--- src/rtl/if_pkg.sv ---
// Shared types and constants for the instruction-fetch front end.
package if_pkg;

   typedef enum logic [1:0] {
      IDLE = 2'd0,
      REQ  = 2'd1,
      HOLD = 2'd2,
      DROP = 2'd3
   } fetch_state_t;

   localparam int unsigned XLEN = 32;

   localparam logic [XLEN-1:0] NOP_INSTR = 32'h00000000;
   localparam logic [XLEN-1:0] PC_STEP   = 32'd4;
   localparam logic [XLEN-1:0] WORD_MASK = 32'hFFFF_FFFC;

   // Instruction fetches are always word aligned; the low PC bits are dropped.
   function automatic logic [XLEN-1:0] word_align(input logic [XLEN-1:0] addr);
      return addr & WORD_MASK;
   endfunction

endpackage

--- src/rtl/ifid_reg.sv ---
// IF/ID pipeline register: reset, then flush, then stall-hold, then load or bubble.
module ifid_reg
   import if_pkg::*;
#(
   parameter logic [31:0] RESET_INSTR = NOP_INSTR
)
(
   input  logic        clk,
   input  logic        reset,
   input  logic        load,
   input  logic        flush,
   input  logic        stall,
   input  logic [31:0] d_instr,
   input  logic [31:0] d_pc4,
   input  logic        d_valid,
   output logic [31:0] instr,
   output logic [31:0] pc4,
   output logic        valid
);

   always_ff @(posedge clk) begin
      if (reset) begin
         valid <= 1'b0;
         instr <= RESET_INSTR;
         pc4   <= '0;
      end else if (flush) begin
         valid <= 1'b0;
         instr <= RESET_INSTR;
      end else if (!stall) begin
         if (load) begin
            valid <= d_valid;
            instr <= d_instr;
            pc4   <= d_pc4;
         end else begin
            // No word retiring this cycle: insert a bubble, pc4 is left as is.
            valid <= 1'b0;
            instr <= RESET_INSTR;
         end
      end
   end

endmodule

--- src/rtl/if_fetch_ctrl.sv ---
// Instruction-fetch responder: PC -> imem req/ack -> IF/ID, with stall buffering
// and flush squashing of in-flight fetches.
module if_fetch_ctrl
   import if_pkg::*;
#(
   parameter logic [31:0] RESET_INSTR = 32'h00000000
)
(
   input  logic        clk,
   input  logic        reset,
   input  logic [31:0] pc_addr,
   output logic        pc_enable,
   input  logic        flush,
   input  logic        id_stall,
   output logic        mem_req,
   output logic [31:0] mem_addr,
   input  logic        mem_ack,
   input  logic [31:0] mem_rdata,
   output logic [31:0] ifid_instr,
   output logic [31:0] ifid_pc4,
   output logic        ifid_valid
);

   localparam int unsigned AW = XLEN;

   fetch_state_t  state;
   fetch_state_t  state_n;
   logic [AW-1:0] addr_q;
   logic [AW-1:0] addr_n;
   logic [AW-1:0] buf_q;
   logic [AW-1:0] buf_n;
   logic          ifid_load;
   logic [AW-1:0] load_instr;
   logic [AW-1:0] fetch_pc4;
   logic          ifid_hold;

   assign fetch_pc4 = addr_q + PC_STEP;
   // Holding an empty IF/ID is pointless, so a stall only blocks a valid entry.
   assign ifid_hold = id_stall & ifid_valid;

   always_ff @(posedge clk) begin
      if (reset) begin
         state    <= IDLE;
         addr_q   <= '0;
         buf_q    <= '0;
         mem_req  <= 1'b0;
         mem_addr <= '0;
      end else begin
         state    <= state_n;
         addr_q   <= addr_n;
         buf_q    <= buf_n;
         mem_req  <= (state_n == REQ) || (state_n == DROP);
         mem_addr <= addr_n;
      end
   end

   always_comb begin
      state_n    = state;
      addr_n     = addr_q;
      buf_n      = buf_q;
      pc_enable  = 1'b0;
      ifid_load  = 1'b0;
      load_instr = mem_rdata;

      case (state)
         IDLE: begin
            if (flush) begin
               pc_enable = 1'b1;
            end else begin
               addr_n  = word_align(pc_addr);
               state_n = REQ;
            end
         end
         REQ: begin
            if (mem_ack && !flush && ifid_hold) begin
               buf_n   = mem_rdata;
               state_n = HOLD;
            end else if (mem_ack) begin
               pc_enable = 1'b1;
               ifid_load = !flush;
               state_n   = IDLE;
            end else if (flush) begin
               // Request cannot be withdrawn; wait out the ack in DROP.
               pc_enable = 1'b1;
               state_n   = DROP;
            end
         end
         HOLD: begin
            if (flush) begin
               pc_enable = 1'b1;
               state_n   = IDLE;
            end else if (!id_stall) begin
               pc_enable  = 1'b1;
               ifid_load  = 1'b1;
               load_instr = buf_q;
               state_n    = IDLE;
            end
         end
         DROP: begin
            if (mem_ack) begin
               state_n = IDLE;
            end
         end
         default: state_n = IDLE;
      endcase
   end

   ifid_reg #(
      .RESET_INSTR (RESET_INSTR)
   ) u_ifid_reg (
      .clk     (clk),
      .reset   (reset),
      .load    (ifid_load),
      .flush   (flush),
      .stall   (ifid_hold),
      .d_instr (load_instr),
      .d_pc4   (fetch_pc4),
      .d_valid (1'b1),
      .instr   (ifid_instr),
      .pc4     (ifid_pc4),
      .valid   (ifid_valid)
   );

endmodule

--- config.mk ---
export PLATFORM = sky130hd
export DESIGN_NAME = if_fetch_ctrl
export DESIGN_NICKNAME = d
export VERILOG_FILES = /design/src/rtl/if_pkg.sv /design/src/rtl/ifid_reg.sv /design/src/rtl/if_fetch_ctrl.sv
export SDC_FILE = /design/constraint.sdc
export NUM_CORES = 1
export LEC_CHECK = 0
export ABC_CLOCK_PERIOD_IN_PS = 2110
export BUFFER_PORTS_ARGS = -buffer_cell sky130_fd_sc_hd__buf_2
export CAP_MARGIN = 20
export CORE_MARGIN = 2
export CORE_UTILIZATION = 52
export CTS_CLUSTER_SIZE = 10
export DETAILED_ROUTE_END_ITERATION = 12
export HOLD_SLACK_MARGIN = 0.06
export PLACE_DENSITY = 0.89
export SYNTH_ARGS = -nofsm -noshare
export SYNTH_HDL_FRONTEND = slang
export SYNTH_SLANG_ARGS = --single-unit
--- constraint.sdc ---
create_clock -name clk -period 2.11 [get_ports clk]
set_input_delay 0.3165 -clock clk [delete_from_list [all_inputs] [get_ports clk]]
set_output_delay 0.3165 -clock clk [all_outputs]
set_load 0.02 [all_outputs]
==> key figures, run 1 <==
Outcome
  – Status: finished clean

Die
  – Die width: roughly 110 µm
  – Rows: 37
  – IO Count: around 170
  – DIE AREA: 11590 µm²
  – Starting Density: around 54%
  – Core region area: 10370 µm²
  – Die Span Y: approximately 110 µm

Clock tree
  – H-tree levels: 4
  – Clk slew on worst S/H paths: 0.06 ns
  – CTS root buf: clkbuf_8
  – CTS Buf Count: 17
  – CTS Buffer Depth: 2
  – CTS tree: done
  – Clock Sinks: ~130
  – Clk_lat worst skew: approximately 0.50 ns

Synthesis
  – Synthesized netlist cell count: approximately 650
  – Cell Area, Synth: 5589 µm²
  – #FFs+latches synth: approximately 130
  – Post-synth EDFFs: 0
  – Distinct cell type count after synthesis: 46
  – YS warnings: 0
  – Synth area leaders: dfxtp_1 (45%), nand2_1 (8.9%), mux2_2 (6.4%)
  – Top-area cell type share of the netlist area: between 40% and 50%
  – Post-synth top area cell: dfxtp_1
  – Top FF cell, synth: dfxtp_1
  – Asr flop ratio synth: 0%
  – Post-synthesis sequential area ratio: 45.49%
  – Avg Inst Size Synth: 8.585 µm²

Drt
  – DR iter-0 viols: 343
  – DRT Pass-1 Iters: 5
  – DR WL/cell: about 15 µm
  – DR vias: between 5000 and 6000
  – Total wire length: 15230 µm
  – Vias per cell: 5.440
  – # DRC: 0
  – Routed Antenna Nets: 0

Timing
  – Maximum clock rate: 493.0 MHz
  – Worst clock skew: between 0.01 and 0.015 ns
  – Worst-Margin Slew: around 0.7 ns
  – Final period util: between 90% and 100%
  – Finish-stage setup viols: 0
  – Max transition margin: a little over half
  – Pins Over Slew Limit: 0
  – Minimum clock period after layout: just over 2 ns
  – Hold Fails Final Rpt: 0
  – RSZ-0062 raised after global routing: true

Worst setup path
  – Required @ worst endpoint: between 1.5 and 2 ns
  – Critical path arrival: 1.71 ns
  – R2r setup slk: around 0.14 ns
  – CP top delay family: flip-flops
  – CP max stage cell: dfxtp_1
  – Max Fanout on Critical Path: 5
  – WS Path Type: flop to output pin
  – CP Buf/Inv Count: 2
  – RR Startpoint: state[1]
  – Worst path cell trace: ha_2 > nand2b_4 > buf_12 > a31oi_1 > buf_4
  – Critical Path Stages: 5
  – Worst stage delay on the critical path: 0.40 ns
  – Worst reg2reg path depth: 7
  – Crit end category: output pin
  – RR Endpoint: u_ifid_reg.pc4[15]
  – Setup crit start kind: flop

Cells and area
  – Final instance area: about 7600 µm²
  – Commonest non-fill, non-tap cell in the layout: buf_2
  – Layout cells sized above 1: around a third
  – Synth-to-layout area growth: 35.10%
  – Final net count: roughly 900
  – Final Util: between 70% and 80%
  – Most frequent cells in the layout: buf_2 (159), nand2_1 (133), dfxtp_1 (126)

Placed design
  – Placer congestion estimate: between 0.8 and 0.9
  – IO buf count: between 150 and 200
  – HPWL after DPL: just over 9000 µm
  – Placed inst area: between 6000 and 7000 µm²

Pwr
  – Pwr dens: 775.8 nW/µm²
  – VDD IR max: around 640 µV
  – Pleak: around 3 nW
  – Tot Pwr: 5.858 mW

GRT
  – Initial antenna violation count: 0
  – Gr usage total: around 27%
  – Grt total ovfl: 0
  – Vias in the first global route: 5332
  – First-pass GRT wire length: roughly 25000 µm
  – Largest net degree at the start of global routing: between 90 and 100

Min path
  – Hold_sp: pc_addr[16]
  – Hold crit path type: input pin to flop
  – Worst hold path endpoint: addr_q[16]
  – Hold Path Depth: 3

Flow run
  – Max-cap viol count: 0
==> repair_timing <==
item,CTS,global route
hold endpoints to repair,43,0
buffers inserted,1,0
setup endpoints to repair,1,14
gates resized for setup,6,4
hold buffers,43,0
cloned,1,0
pin swaps,0,1
==> layer usage <==
metal | routed length, µm | global-route usage (%) | vias to the layer above | share of wire, %
li1 | - | - | 2612 | -
met1 | 6145 | 30.59 | 2524 | 40
met2 | 7600 | 47.12 | 217 | 50
met3 | 1141 | 7.324 | 27 | 7.5
met4 | 338 | 11.45 | 0 | 2.2
met5 | 0 | 0 | - | 0
==> kinds of logic (layout without fill, tap and decap cells) <==
group | after synthesis | after routing | synth area share (%)
mux | 35 | 35 | 6.985
flops | 127 | 127 | 45.49
simple gates | 257 | 257 | 21.13
other cells | 1 | 5 | 0.06709
compound gates | 134 | 134 | 15.63
xor+xnor | 25 | 25 | 3.918
fa+ha+maj | 6 | 6 | 1.343
buf+inv | 66 | 264 | 5.440
==> registers in the layout, indices dropped and copies added, names as in the netlist <==
register	cells
u_ifid_reg.valid	1
buf_q	32
addr_q	30
u_ifid_reg.instr	32
u_ifid_reg.pc4	30
state	1
mem_req	1
==> tightest hold or removal path: cells and delay by family <==
family          cells  cell delay (ns)
buf+inv             1             0.09
compound gates      1             0.06
simple gates        1             0.05
==> metrics by stage <==
| step | setup WS [ns] | hold slack, ns | instances | TNS (ns) |
|---|---|---|---|---|
| 5_1_grt | -0.005125 | 0.06027 | 988 | -0.009505 |
| 3_5_place_dp | 0.06569 | 0.4439 | 911 | 0 |
| 2_1_floorplan | 0.03366 | 0.4338 | 654 | 0 |
| 6_report | 0.08157 | 0.08345 | 989 | 0 |
| 3_3_place_gp | 0.09848 | 0.4388 | 911 | 0 |
| 4_1_cts | 0.0006738 | 0.06029 | 988 | 0 |
==> where the power goes <==
| group | switching (mW) | total [mW] | internal, mW |
|---|---|---|---|
| clock network | 1.12 | 2.73 | 1.62 |
| registers | 0.0730 | 2.53 | 2.46 |
| logic | 0.334 | 0.595 | 0.261 |
==> synthesized netlist by cell type, types with 10 or more instances <==
master / count
nand2_1: 133
dfxtp_1: 127
nor2_1: 72
a21oi_1: 62
a22oi_1: 33
mux2_2: 32
clkbuf_1: 31
a211oi_1: 21
xnor2_1: 20
nand3_1: 13
buf_2: 10
inv_1: 10
==> worst max path at each step <==
stage / from / to
after detailed placement: mem_req / u_ifid_reg.instr[16]
after global placement: mem_req / u_ifid_reg.instr[18]
final: state[1] / pc_enable
after global routing: state[1] / u_ifid_reg.pc4[7]
after floorplan: mem_req / u_ifid_reg.instr[0]
after CTS: mem_req / pc_enable
==> final cells by class <==
| class | count | area [µm²] |
|---|---|---|
| repair buffers | 222 | 1451 |
| diodes | 1 | 2.502 |
| flip-flops and latches | 127 | 2544 |
| fillers | 735 | 2819 |
| well taps | 136 | 170.2 |
| multi-input cells | 461 | 2784 |
| clock inverters | 13 | 130.1 |
| inverters | 10 | 37.54 |
| clock buffers | 19 | 431.7 |
Note: power is estimated with default switching activity, not from simulation.
==> run 2, diff against run 1 <==
--- a/config.mk
+++ b/config.mk
@@ -9,11 +9,12 @@
 export BUFFER_PORTS_ARGS = -buffer_cell sky130_fd_sc_hd__buf_2
 export CAP_MARGIN = 20
 export CORE_MARGIN = 2
-export CORE_UTILIZATION = 52
+export CORE_UTILIZATION = 44
 export CTS_CLUSTER_SIZE = 10
 export DETAILED_ROUTE_END_ITERATION = 12
 export HOLD_SLACK_MARGIN = 0.06
-export PLACE_DENSITY = 0.89
+export PLACE_DENSITY = 0.78
+export RECOVER_POWER = 50
 export SYNTH_ARGS = -nofsm -noshare
 export SYNTH_HDL_FRONTEND = slang
 export SYNTH_SLANG_ARGS = --single-unit
==> run 2 against run 1 <==
Compared with the run above:
- clock skew fell by 0.0053 ns
- highest routed layer unchanged
- register-to-register slack barely moved
- die area rose by 17%
- core utilization fell by 16 points
- wire length fell by 7.1%
- flip-flop and latch count did not move
- critical endpoint unchanged
- sequential share of layout area rose by 2.0 points
- largest power group unchanged
==> key figures, run 2 (synthesis results as in run 1) <==
Outcome
  – Status: finished clean

Die
  – Rows: 41 (+11%)
  – IO Count: 168 (unchanged)
  – Die width: 116.7 µm (+8.4%)
  – Die Span Y: 116.7 µm (+8.4%)
  – Starting Density: 44.65% (-9.2 points)
  – DIE AREA: 13620 µm² (+17%)
  – Core region area: 12520 µm² (+21%)

Placed design
  – HPWL after DPL: 9082 µm (-0.76%)
  – Placer congestion estimate: 0.7390 (-8.4%)
  – Place WS: 0.06745 ns (+0.001763 ns)
  – IO buf count: 161 (unchanged)
  – Placed inst area: 6593 µm² (+1.6%)
  – Placed Cells: 953 (+4.6%)

Clock tree
  – CTS tree: done
  – Hold bufs inserted after CTS: 0 (-100%)
  – CTS Buf Count: 17 (unchanged)
  – H-tree levels: 4 (unchanged)
  – CTS Buffer Depth: 2 (unchanged)
  – CTS root buf: clkbuf_16
  – Clk_lat worst skew: 0.42 ns (-0.08 ns)
  – Clock Sinks: 127 (unchanged)
  – Clk slew on worst S/H paths: 0.05 ns (about the same)

GRT
  – Largest net degree at the start of global routing: 95 (unchanged)
  – Met2 Use GR: 31.37% (-16 points)
  – Gr usage total: 20.07% (-6.8 points)
  – Vias in the first global route: 4382 (-18%)
  – Grt total ovfl: 0 (unchanged)
  – Met3 usage: 8.251% (+0.93 points)
  – Initial antenna violation count: 0 (unchanged)
  – First-pass GRT wire length: 21290 µm (-15%)
  – Grt met1 use: 25.10% (-5.5 points)
  – Top Usage Layer GRT: met2

Drt
  – DR WL/cell: 14.32 µm (-7.0%)
  – DR iter-0 viols: 299 (-13%)
  – # DRC: 0 (unchanged)
  – Vias per cell: 5.077 (-6.7%)
  – Routed Antenna Nets: 0 (unchanged)
  – DRT Pass-1 Iters: 5 (unchanged)
  – Total wire length: 14150 µm (-7.1%)
  – DR vias: 5016 (-6.8%)

Pwr
  – Clk pwr share: 48.2% (+1.5 points)
  – Tot Pwr: 5.861 mW (about the same)
  – Int Power: 4.469 mW (+3.1%)
  – Pwr dens: 823.1 nW/µm² (+6.1%)
  – Comb power frac: 8.7% (-1.5 points)
  – VDD IR max: 511.1 µV (-20%)
  – Pleak: 2.455 nW (-18%)
  – Flop pwr share: 43.0% (-0.2 points)
  – Sw frac: 23.75% (-2.3 points)
  – Switching power: 1.392 mW (-8.7%)

Timing
  – Pins Over Slew Limit: 0 (unchanged)
  – Final worst slack: 0.1272 ns (+0.04567 ns)
  – Finish-stage setup viols: 0 (unchanged)
  – Hold Slack: 0.1335 ns (+0.05004 ns)
  – Max transition margin: 55.90% (+2.4 points)
  – Minimum clock period after layout: 1.983 ns (-0.04567 ns)
  – Setup TNS Final: 0 ns (unchanged)
  – RSZ-0062 raised after global routing: false
  – Hold Fails Final Rpt: 0 (unchanged)
  – Worst-Margin Slew: 0.6615 ns (-0.03629 ns)
  – Maximum clock rate: 504.3 MHz (+2.3%)
  – Worst clock skew: 0.007322 ns (-0.005295 ns)
  – Final period util: 93.97% (-2.2 points)

Worst setup path
  – WS Path Type: flop to output pin
  – Critical Path End: pc_enable
  – Required @ worst endpoint: 1.79 ns (about the same)
  – Crit end category: output pin
  – R2r setup slk: 0.13 ns (about the same)
  – Setup crit start kind: flop
  – Worst Setup SP: mem_req
  – CP max stage cell: dfxtp_1
  – Critical path arrival: 1.67 ns (-0.04 ns)
  – CP Buf/Inv Count: 3 (+1)
  – Max Fanout on Critical Path: 7 (+2)
  – RR Endpoint: u_ifid_reg.pc4[7]
  – Worst path cell trace: inv_2 > ha_2 > nand2b_1 > buf_4 > a31oi_1 > buf_2
  – CP top delay family: buffers and inverters
  – Critical Path Stages: 6 (+1)
  – Worst stage delay on the critical path: 0.35 ns (-0.05 ns)
  – Worst reg2reg path depth: 10 (+3)
  – RR Startpoint: mem_req

Flow run
  – Max-cap viol count: 0 (unchanged)

Min path
  – Hold crit path type: input pin to flop

Cells and area
  – Layout cells sized above 1: 21.69% (-10 points)
  – Antenna Cells: 0 (-1)
  – Final Util: 56.89% (-16 points)
  – Commonest non-fill, non-tap cell in the layout: nand2_1
  – Non-filler cells, final: 988 (-0.10%)
  – Final instance area: 7121 µm² (-5.7%)
  – Synth-to-layout area growth: 27.40%
  – Final net count: 880 (-3.7%)
  – Top Registers: buf_q x32, u_ifid_reg.instr x32
  – Most frequent cells in the layout: nand2_1 (133), dfxtp_1 (127), clkbuf_1 (99)
-- run 2: cell count changes in the layout (fill, tap and decap cells not counted), moves of 2 or more --
cell / delta
clkbuf_1: +98
buf_2: -93
dlygate4sd3_1: -43
buf_4: +5
clkinvlp_4: -5
inv_6: -4
clkbuf_16: +3
a211oi_1: -2
a211oi_2: +2
-- run 2: metal layers --
metal  wire [µm]  part of all wire (%)  vias to the layer above
met2        6456                    46                      164
met5           0                     0                        -
met4         189                   1.3                        0
met3        1229                   8.7                       16
met1        6277                    44                     2300
li1            -                     -                     2536
-- run 2: cell type report --
type	instances	area, µm²
clock buffers	25	485.5
repair buffers	188	974.7
well taps	172	215.2
clock inverters	5	81.33
flip-flops and latches	127	2542
multi-input cells	461	2784
fillers	1191	5396
inverters	10	37.54
-- run 2: how the worst min path moves through the flow --
stage | from | slack [ns] | endpoint | depth (start not counted)
finish | pc_addr[17] | 0.13 | addr_q[17] | 3
floorplan | buf_q[0] | 0.43 | buf_q[0] | 2
detailed placement | buf_q[3] | 0.45 | buf_q[3] | 2
global placement | buf_q[2] | 0.44 | buf_q[2] | 2
global route | pc_addr[6] | 0.12 | addr_q[6] | 3
CTS | pc_addr[21] | 0.12 | addr_q[21] | 3
-- run 2: tightest hold or removal path, stage by stage --
cell     delay [ns]
buf_2          0.09
nand2_1        0.04
a21oi_1        0.05
-- run 2: power groups by stage --
stage                     registers (mW)  logic, mW  clock network [mW]
final                               2.52      0.511                2.83
after CTS                           2.52      0.525                2.87
after floorplan                     2.63      0.261                   0
after global placement              2.57      0.517                   0
after detailed placement            2.57      0.521                   0
after global routing                2.53      0.567                2.98
-- run 2: timing repair --
item | CTS | global route
pin swaps | 0 | 1
setup endpoints to repair | 1 | 47
resized for setup | 0 | 7
gates cloned | 0 | 2
buffers inserted | 1 | 2
